## config.mk

```make
export PLATFORM = sky130hd
export DESIGN_NAME = cdb_arbiter
export DESIGN_NICKNAME = d
export VERILOG_FILES = /design/src/rtl/cdb_pkg.sv /design/src/rtl/cdb_src_fifo.sv /design/src/rtl/cdb_arbiter.sv
export SDC_FILE = /design/constraint.sdc
export NUM_CORES = 2
export LEC_CHECK = 0
export BUFFER_PORTS_ARGS = -buffer_cell sky130_fd_sc_hd__buf_4
export CAP_MARGIN = 10
export CORE_AREA = 2 2 363 365
export DETAILED_ROUTE_END_ITERATION = 16
export DIE_AREA = 0 0 365 367
export GPL_ROUTABILITY_DRIVEN = 0
export MAX_ROUTING_LAYER = met4
export PLACE_DENSITY = 0.74
export SLEW_MARGIN = 20
export SYNTH_ARGS = -nofsm -noshare
export SYNTH_HDL_FRONTEND = slang
export SYNTH_SLANG_ARGS = --single-unit
```

## constraint.sdc

```tcl
create_clock -name clk -period 29.7 [get_ports clk]
set_input_delay 7.425 -clock clk [delete_from_list [all_inputs] [get_ports clk]]
set_output_delay 7.425 -clock clk [all_outputs]
set_load 0.02 [all_outputs]
```

## src/rtl/cdb_pkg.sv

```systemverilog
// cdb_pkg: shared entry layout helpers and clog2 for the common data bus.
// Entry layout, LSB to MSB: ScbID, ActiveMask, Instr, Data, Dst, WarpID, RegWrite.
package cdb_pkg;

   typedef enum logic [2:0] {
      F_SCB,
      F_MASK,
      F_INSTR,
      F_DATA,
      F_DST,
      F_WARP,
      F_RW
   } field_e;

   function automatic int clog2(input int v);
      int r;
      for (r = 0; (1 << r) < v; r++) begin
      end
      return r;
   endfunction

   // Bit offset of a field: the sum of the widths of every field packed below it.
   function automatic int field_off(input field_e f, input int warp_w, dst_w, data_w,
                                    instr_w, mask_w, scb_w);
      int o;
      o = 0;
      if (f > F_SCB)   o += scb_w;
      if (f > F_MASK)  o += mask_w;
      if (f > F_INSTR) o += instr_w;
      if (f > F_DATA)  o += data_w;
      if (f > F_DST)   o += dst_w;
      if (f > F_WARP)  o += warp_w;
      return o;
   endfunction

   function automatic int entry_w(input int warp_w, dst_w, data_w, instr_w, mask_w, scb_w);
      return field_off(F_RW, warp_w, dst_w, data_w, instr_w, mask_w, scb_w) + 1;
   endfunction

endpackage

```

## src/rtl/cdb_src_fifo.sv

```systemverilog
// cdb_src_fifo: per-source writeback FIFO with count-derived full/empty flags.
// Ports: clk, rst (async, active-high), push/din write side, pop/dout read side
// (dout shows the head), full and empty status.
module cdb_src_fifo
   import cdb_pkg::*;
#(
   parameter int DEPTH = 2,
   parameter int WIDTH = 8
) (
   input  logic             clk,
   input  logic             rst,
   input  logic             push,
   input  logic [WIDTH-1:0] din,
   input  logic             pop,
   output logic [WIDTH-1:0] dout,
   output logic             full,
   output logic             empty
);

   localparam int AW = clog2(DEPTH);

   logic [WIDTH-1:0] mem [DEPTH];
   logic [AW-1:0]    rd_ptr, wr_ptr;
   logic [AW:0]      count;

   assign full  = count == (AW+1)'(DEPTH);
   assign empty = count == '0;
   assign dout  = mem[rd_ptr];

   // Pointers wrap naturally because DEPTH is a power of two.
   always_ff @(posedge clk or posedge rst) begin
      if (rst) begin
         rd_ptr <= '0;
         wr_ptr <= '0;
         count  <= '0;
      end else begin
         if (push) wr_ptr <= wr_ptr + 1'b1;
         if (pop)  rd_ptr <= rd_ptr + 1'b1;
         count <= count + {{AW{1'b0}}, push} - {{AW{1'b0}}, pop};
      end
   end

   always_ff @(posedge clk) begin
      if (push) mem[wr_ptr] <= din;
   end

endmodule

```

## src/rtl/cdb_arbiter.sv

```systemverilog
// cdb_arbiter: round-robin common data bus from NUM_SRC execution units to RAU and scoreboard.
// Ports: clk, rst (async, active-high); per-source packed valid/ready writeback beats
// (*_SRC_CDB, Ready_CDB_SRC); Stall_RAU_CDB backpressure; registered RAU write port
// (*_CDB_RAU); scoreboard clear port (Clear_*_CDB_Scb); Grant_CDB_Dbg one-hot grant.
module cdb_arbiter
   import cdb_pkg::*;
#(
   parameter int NUM_SRC    = 2,
   parameter int FIFO_DEPTH = 2,
   parameter int DATA_W     = 256,
   parameter int WARP_W     = 3,
   parameter int DST_W      = 5,
   parameter int ADDR_W     = 3,
   parameter int INSTR_W    = 32,
   parameter int MASK_W     = 8,
   parameter int SCB_W      = 2
) (
   input  logic                        clk,
   input  logic                        rst,
   input  logic [NUM_SRC-1:0]          Valid_SRC_CDB,
   output logic [NUM_SRC-1:0]          Ready_CDB_SRC,
   input  logic [NUM_SRC-1:0]          RegWrite_SRC_CDB,
   input  logic [NUM_SRC*WARP_W-1:0]   WarpID_SRC_CDB,
   input  logic [NUM_SRC*DST_W-1:0]    Dst_SRC_CDB,
   input  logic [NUM_SRC*DATA_W-1:0]   Data_SRC_CDB,
   input  logic [NUM_SRC*INSTR_W-1:0]  Instr_SRC_CDB,
   input  logic [NUM_SRC*MASK_W-1:0]   ActiveMask_SRC_CDB,
   input  logic [NUM_SRC*SCB_W-1:0]    ScbID_SRC_CDB,
   input  logic                        Stall_RAU_CDB,
   output logic                        Valid_CDB_RAU,
   output logic                        RegWrite_CDB_RAU,
   output logic [WARP_W-1:0]           HWWarp_CDB_RAU,
   output logic [ADDR_W-1:0]           WriteAddr_CDB_RAU,
   output logic [DATA_W-1:0]           Data_CDB_RAU,
   output logic [INSTR_W-1:0]          Instr_CDB_RAU,
   output logic [MASK_W-1:0]           ActiveMask_CDB_RAU,
   output logic                        Clear_Valid_CDB_Scb,
   output logic [WARP_W-1:0]           Clear_WarpID_CDB_Scb,
   output logic [SCB_W-1:0]            Clear_ScbID_CDB_Scb,
   output logic [NUM_SRC-1:0]          Grant_CDB_Dbg
);

   localparam int PW      = clog2(NUM_SRC);
   localparam int O_MASK  = field_off(F_MASK,  WARP_W, DST_W, DATA_W, INSTR_W, MASK_W, SCB_W);
   localparam int O_INSTR = field_off(F_INSTR, WARP_W, DST_W, DATA_W, INSTR_W, MASK_W, SCB_W);
   localparam int O_DATA  = field_off(F_DATA,  WARP_W, DST_W, DATA_W, INSTR_W, MASK_W, SCB_W);
   localparam int O_DST   = field_off(F_DST,   WARP_W, DST_W, DATA_W, INSTR_W, MASK_W, SCB_W);
   localparam int O_WARP  = field_off(F_WARP,  WARP_W, DST_W, DATA_W, INSTR_W, MASK_W, SCB_W);
   localparam int O_RW    = field_off(F_RW,    WARP_W, DST_W, DATA_W, INSTR_W, MASK_W, SCB_W);
   localparam int EW      = entry_w(WARP_W, DST_W, DATA_W, INSTR_W, MASK_W, SCB_W);

   logic [EW-1:0]      din  [NUM_SRC];
   logic [EW-1:0]      head [NUM_SRC];
   logic [NUM_SRC-1:0] full, empty, push, grant;
   logic [PW-1:0]      rr_ptr, gidx;
   logic               rdy_en, any_grant, free, valid_q;
   logic [EW-1:0]      out_q;
   logic               unused_dst_hi;

   for (genvar i = 0; i < NUM_SRC; i++) begin : g_src
      assign din[i] = {RegWrite_SRC_CDB[i],
                       WarpID_SRC_CDB[i*WARP_W +: WARP_W],
                       Dst_SRC_CDB[i*DST_W +: DST_W],
                       Data_SRC_CDB[i*DATA_W +: DATA_W],
                       Instr_SRC_CDB[i*INSTR_W +: INSTR_W],
                       ActiveMask_SRC_CDB[i*MASK_W +: MASK_W],
                       ScbID_SRC_CDB[i*SCB_W +: SCB_W]};
      assign push[i] = Valid_SRC_CDB[i] & Ready_CDB_SRC[i];
      cdb_src_fifo #(.DEPTH(FIFO_DEPTH), .WIDTH(EW)) u_fifo (
         .clk   (clk),
         .rst   (rst),
         .push  (push[i]),
         .din   (din[i]),
         .pop   (grant[i]),
         .dout  (head[i]),
         .full  (full[i]),
         .empty (empty[i])
      );
   end

   // rdy_en keeps Ready low during reset and until the first edge after it.
   assign Ready_CDB_SRC = {NUM_SRC{rdy_en}} & ~full;
   assign free          = ~valid_q | ~Stall_RAU_CDB;

   // First non-empty source at or after rr_ptr, searching modulo NUM_SRC.
   always_comb begin
      grant     = '0;
      gidx      = rr_ptr;
      any_grant = 1'b0;
      for (int k = 0; k < NUM_SRC; k++) begin
         if (free && !any_grant && !empty[(int'(rr_ptr) + k) % NUM_SRC]) begin
            any_grant = 1'b1;
            gidx      = PW'((int'(rr_ptr) + k) % NUM_SRC);
            grant[(int'(rr_ptr) + k) % NUM_SRC] = 1'b1;
         end
      end
   end

   always_ff @(posedge clk or posedge rst) begin
      if (rst) begin
         rdy_en  <= 1'b0;
         rr_ptr  <= '0;
         valid_q <= 1'b0;
         out_q   <= '0;
      end else begin
         rdy_en <= 1'b1;
         if (any_grant) begin
            rr_ptr <= (gidx == PW'(NUM_SRC - 1)) ? '0 : gidx + 1'b1;
            out_q  <= head[gidx];
         end
         if (free) valid_q <= any_grant;
      end
   end

   // Only the low ADDR_W bits of Dst address the RAU; the rest is carried but not driven out.
   assign unused_dst_hi = ^out_q[O_DST+ADDR_W +: DST_W-ADDR_W];

   assign Valid_CDB_RAU        = valid_q;
   assign RegWrite_CDB_RAU     = valid_q & out_q[O_RW];
   assign HWWarp_CDB_RAU       = out_q[O_WARP +: WARP_W];
   assign WriteAddr_CDB_RAU    = out_q[O_DST +: ADDR_W];
   assign Data_CDB_RAU         = out_q[O_DATA +: DATA_W];
   assign Instr_CDB_RAU        = out_q[O_INSTR +: INSTR_W];
   assign ActiveMask_CDB_RAU   = out_q[O_MASK +: MASK_W];
   assign Clear_Valid_CDB_Scb  = valid_q & ~Stall_RAU_CDB;
   assign Clear_WarpID_CDB_Scb = out_q[O_WARP +: WARP_W];
   assign Clear_ScbID_CDB_Scb  = out_q[0 +: SCB_W];
   assign Grant_CDB_Dbg        = grant;

endmodule

```

==> Word level (Yosys, flattened, before mapping) <==
Memories as Yosys holds them, arrays and structs flattened.
Index checks and enable logic that the tools add are counted.
{ "totals": {"input_bits": 619, "regBits": 318, "elab_cells": 73, "mem_count": 2, "ramBits": 1228} }
{ "mem_list": {"columns": ["name", "depth", "width", "read_ports", "rd_clocked_by_memory_dff", "wr", "line_no", "text"], "rows": [
  ["g_src[0].u_fifo.mem", 2, 307, 1, 0, 1, "cdb_src_fifo.sv:22", "logic [WIDTH-1:0] mem [DEPTH];"],
  ["g_src[1].u_fifo.mem", 2, 307, 1, 0, 1, "cdb_src_fifo.sv:22", null]
]} }
{ "op_classes": {"n_bitwise": 12, "add_sub_neg": 10, "mux": 22, "n_reduce_logical": 10, "order_cmp": 5, "n_eq_ne": 2} }
{ "ops": {"columns": ["cell", "n"], "rows": [
  ["307-bit 2-to-1 mux", 3],
  ["1-bit 2-to-1 mux", 15],
  ["1-bit adder, second input constant", 6],
  ["1-bit logical AND", 5],
  ["2-bit by 1-bit adder with 2-bit output", 2],
  ["1-bit bitwise AND", 4],
  ["2-bit == test, second input constant", 2],
  ["2-bit zero test", 2],
  ["2-bit 2-to-1 mux", 2],
  ["2-bit by 1-bit subtractor with 2-bit output", 2],
  ["1-bit zero test", 3],
  ["2-bit by 3-bit < comparator with 1-bit output, second input constant", 1],
  ["2-bit bitwise AND", 1],
  ["1-bit demux with 1-bit select", 2],
  ["2-bit by 1-bit greater-or-equal comparator with 1-bit output, second input constant", 1],
  ["2-bit greater-or-equal comparator, second input constant", 1],
  ["1-bit by 2-bit < comparator with 1-bit output, second input constant", 1],
  ["1-bit NOT", 2],
  ["1-bit NOT with 2-bit output", 1],
  ["2-bit NOT", 1],
  ["2-bit bitwise OR", 1],
  ["1-bit bitwise AND, first input constant", 1],
  ["1-bit greater-or-equal comparator, second input constant", 1],
  ["1-bit bitwise OR", 1]
]} }

==> Logic depth before layout (Yosys ltp) <==
{ "depth": {"word_depth": 14, "ltp_mapped": 11} }

==> Cells and area by module <==
From an unflattened synthesis, not the netlist that was laid out.
{ "unflattened": {"hier_cells": 4003, "hier_area_um2": 63568.5} }
{ "modules_own_cells": {"columns": ["module", "area_per_inst_um2", "n_inst", "cells_per_inst"], "rows": [
  ["cdb_src_fifo", 23161.0, 2, 971],
  ["cdb_arbiter", 17246.5, 1, 2061]
]} }

==> Worst setup path before layout <==
Ideal clock, no wire load.
{ "synth_path": {"kind": "in2reg", "start": "in Valid_SRC_CDB[1]", "end": "mem g_src[1].u_fifo.mem[0][0] (netlist bit), enable pin", "setup_ps": 979, "t_arrival_ps": 20209, "cell_stages": 2, "path_slack_ps": 8512, "n_path_buf": 0, "path_cell_list": "o211ai_1 -> nor2_1"} }
{ "synth_via": {"elab_chain_len": 3} }
{ "synth_lines": {"columns": ["element", "line_no", "text"], "rows": [
  ["start, declared", "cdb_arbiter.sv:20", "input logic [NUM_SRC-1:0] Valid_SRC_CDB,"],
  ["1-bit bitwise AND", "cdb_arbiter.sv:68", "assign push[i] = Valid_SRC_CDB[i] & Ready_CDB_SRC[i];"],
  ["1-bit 2-to-1 mux", "cdb_src_fifo.sv:44", "if (push) mem[wr_ptr] <= din;"],
  ["1-bit 2-to-1 mux (implied by the code)", "cdb_src_fifo.sv:44", null],
  ["end, declared", "cdb_src_fifo.sv:22", null]
]} }
No other way between the ends.

==> Worst setup path in the final report <==
{ "layout_path": {"start": "in Stall_RAU_CDB", "end": "out Grant_CDB_Dbg[0]"} }
{ "layout_via": {"elab_chain_len": 8, "word_cells_on_any_way": 10, "cone_classes": "3 x mux; 3 x bitwise; 4 x reduce/logical"} }
{ "layout_lines": {"columns": ["element", "line_no", "text"], "rows": [
  ["start, declared", "cdb_arbiter.sv:29", "input logic Stall_RAU_CDB,"],
  ["1-bit NOT (*)", "cdb_arbiter.sv:83", "assign free = ~valid_q | ~Stall_RAU_CDB;"],
  ["1-bit bitwise OR (*)", "cdb_arbiter.sv:83", null],
  ["1-bit logical AND", "cdb_arbiter.sv:91", "if (free && !any_grant && !empty[(int'(rr_ptr) + k) % NUM_SRC]) begin"],
  ["1-bit 2-to-1 mux", "cdb_arbiter.sv:91", null],
  ["1-bit zero test", "cdb_arbiter.sv:91", null],
  ["1-bit logical AND (2 in a row)", "cdb_arbiter.sv:91", null],
  ["2-bit 2-to-1 mux (*)", "cdb_arbiter.sv:91", null],
  ["end, declared", "cdb_arbiter.sv:40", "output logic [NUM_SRC-1:0] Grant_CDB_Dbg"]
]} }
Every way passes the cells marked *; elsewhere a longest branch is shown, timed or not.

==> flow_metrics.tcl <==
set metrics [dict create \
    synth_top_area_frac 0.5795 \
    slew_violations 0 \
    num_rows 133 \
    synth_enable_flop_cells 1220 \
    dieArea_um2 134000 \
    regArea_um2 44550 \
    port_buffers 928 \
    setup_viol 0 \
    dpl_cell_area_um2 68780 \
    syn_area_um2 63220 \
    die_y_um 367 \
    antenna_found_initial 78 \
    clock_skew_ps 30.85 \
    ys.flop_type "edfxtp_1" \
    dp.cells 5850 \
    ant_nets 0 \
    max-cap-violations 0 \
    tns_ps 0 \
    hold_viol 0 \
    io_pins 933 \
    hp-class "flop to flop" \
    globalRouteOverflowTotal 0 \
    syn_nets 4403 \
    total_power_w 0.007613 \
    status "finished clean" \
    multi_input_area_um2 14440 \
    rsz0062_at_grt "false" \
    ys_seq_area_frac 0.7045 \
    worstSetupStartpointType "primary input" \
    ys_ff_latch 1536 \
    start_util 0.4846 \
    end_kind "output port" \
    grt_use_total 0.2678 \
    post_cts_resized 0 \
    tightest_slew_ps 1317 \
    clock.fmax_mhz 62.09 \
    finalCriticalPeriod_ps 16110 \
    via_per_inst 6.193 \
    cts_made_buffers 155 \
    core_um2 130500 \
    min_period_over_period 0.5423 \
    cts_max_path_buffers 3 \
    ys_warn_count 0 \
    critPathRequiredTime_ps 22270 \
    switching_share 0.3572 \
    yosysMostFrequentCell "edfxtp_1" \
    seqPwrFrac 0.399 \
    async_flop_share 0.2057 \
    place_ws_ps 13590 \
    die_w_um 365 \
    arrival_ps 8680 \
    dp_hpwl_mm 106.2 \
    synthTopCellsByArea "edfxtp_1, dfrtp_1, mux2i_1" \
    yosys-top-cells-count "edfxtp_1, a2111oi_0, mux2i_1, dfrtp_1, buf_4" \
    pwr-share-comb 0.336 \
    layout-drive-gt1-share 0.2837 \
    finalWirelength_mm 180.7 \
    slew_headroom 0.1221 \
    htreeDepth 4 \
    cts_sinks 1536 \
    synth_top_area_cell "edfxtp_1" \
    cts_setup_buffers 0 \
    peakVddDrop_mv 0.06841 \
    route.detailed.drc 0 \
    critPathMaxFanout 52 \
    wire_per_inst_um 29.06 \
    num-fill-cells 10040 \
    areaGrowthSynthToFinish_pct 17.49 \
    p_int_w 0.004894 \
    grt_max_degree 144 \
    grt_pass1_wl_mm 257.6 \
    initialDrtViolationCount 3743 \
    layoutNonFillerInstCount 6219 \
    path_class "primary input to output port" \
    cts_root_buf "clkbuf_16" \
    syn_area_per_cell_um2 16.73 \
    grt_pass1_vias 38300 \
    p_switching_w 0.002719 \
    tritoncts "built" \
    clk_pin_slew_ps 60 \
    pwr-share-clk 0.265 \
    ys_types 30 \
    synthCells 3780 \
    hold_buffers 0 \
    timing.final.ws_setup_ps 13590 \
    design_area_um2 74280 \
    nets 4875 \
    clock_latency_ps 790 \
    powerDensity_nw_per_um2 102.5 \
    drt_pass1_iterations 5 \
    p_leak_nw 28.86 \
    route.vias.total 38520 \
]
-- area by class of cell --
class,count,share of cell area
Timing Repair Buffer,994,0.1016
Sequential cell,1536,0.5998
Multi-Input combinational cell,1559,0.1944
Antenna cell,79,0.002661
Tap cell,1755,0.02956
Inverter,6,0.0005053
Clock inverter,62,0.01046
Clock buffer,228,0.06099
-- final timing paths --
kind | end | cells after the start | start | slack, ps
setup / recovery | Grant_CDB_Dbg[0] | 4 | Stall_RAU_CDB | 13590
hold / removal | out_q[145] | 1 | out_q[145] | 490
setup reg to reg | out_q[157] | 7 | Valid_CDB_RAU | 24530
hold reg to reg | out_q[145] | 1 | out_q[145] | 490
max in group asynchronous | g_src[1].u_fifo.rd_ptr | 4 | rst | 20470
min in group asynchronous | out_q[188] | 2 | rst | 6820
-- worst max-delay path: stages --
cell and delay [ps]:
buf_4 130, and2_4 310, a211oi_2 540, buf_4 250
-- through the flow --
step / utilization / hold WS, ps
floorplan: - / 451.0
global placement: 0.5272 / 470.6
detailed placement: 0.5272 / 477.8
CTS: 0.5679 / 490.7
global route: 0.5693 / 501.1
finish: 0.5694 / 486.1
-- power groups by stage --
stage / Clock, W / Combinational [W] / Sequential, W
finish: 0.00202 / 0.00256 / 0.00304
global route: 0.00213 / 0.00268 / 0.00306
CTS: 0.00204 / 0.00255 / 0.00303
detailed placement: 0 / 0.00254 / 0.00306
global placement: 0 / 0.00250 / 0.00305
floorplan: 0 / 0.00193 / 0.00304
-- layout by cell type (no fill, tap or decap), types with 6 or more instances in the layout --
master / count
clkinv_2: 19
a211o_1: 305
clkinv_1: 15
buf_4: 987
a2111oi_0: 608
buf_12: 7
xnor2_1: 6
clkbuf_1: 42
dfrtp_1: 313
edfxtp_1: 1220
diode_2: 79
bufinv_16: 14
clkbuf_16: 161
mux2i_1: 610
clkbuf_8: 25
-- kinds of logic after synthesis --
| kind of cell | synth area share |
|---|---|
| flip-flops | 0.7045 |
| XOR/XNOR | 0.001108 |
| other | 0.00005931 |
| buffers and inverters | 0.06778 |
| adder cells (fa/ha/maj) | 0.0007916 |
| multiplexers | 0.09658 |
| AND/OR/NAND/NOR | 0.001148 |
| AO/OA/AOI/OAI | 0.1280 |
-- metal layers --
layer / global-route usage / part of all wire
met5: - / 0
met4: 0.1354 / 0.047
met3: 0.07679 / 0.092
met2: 0.4067 / 0.48
met1: 0.3275 / 0.38
-- flip-flops by register name (all words and copies together), names as in the netlist --
name,flops
out_q,305
Valid_CDB_RAU,1
g_src.u_fifo.mem,1220
g_src.u_fifo.wr_ptr,2
g_src.u_fifo.count,4
rr_ptr,1
g_src.u_fifo.rd_ptr,2
rdy_en,1
Note: power is estimated with default switching activity, not from simulation.
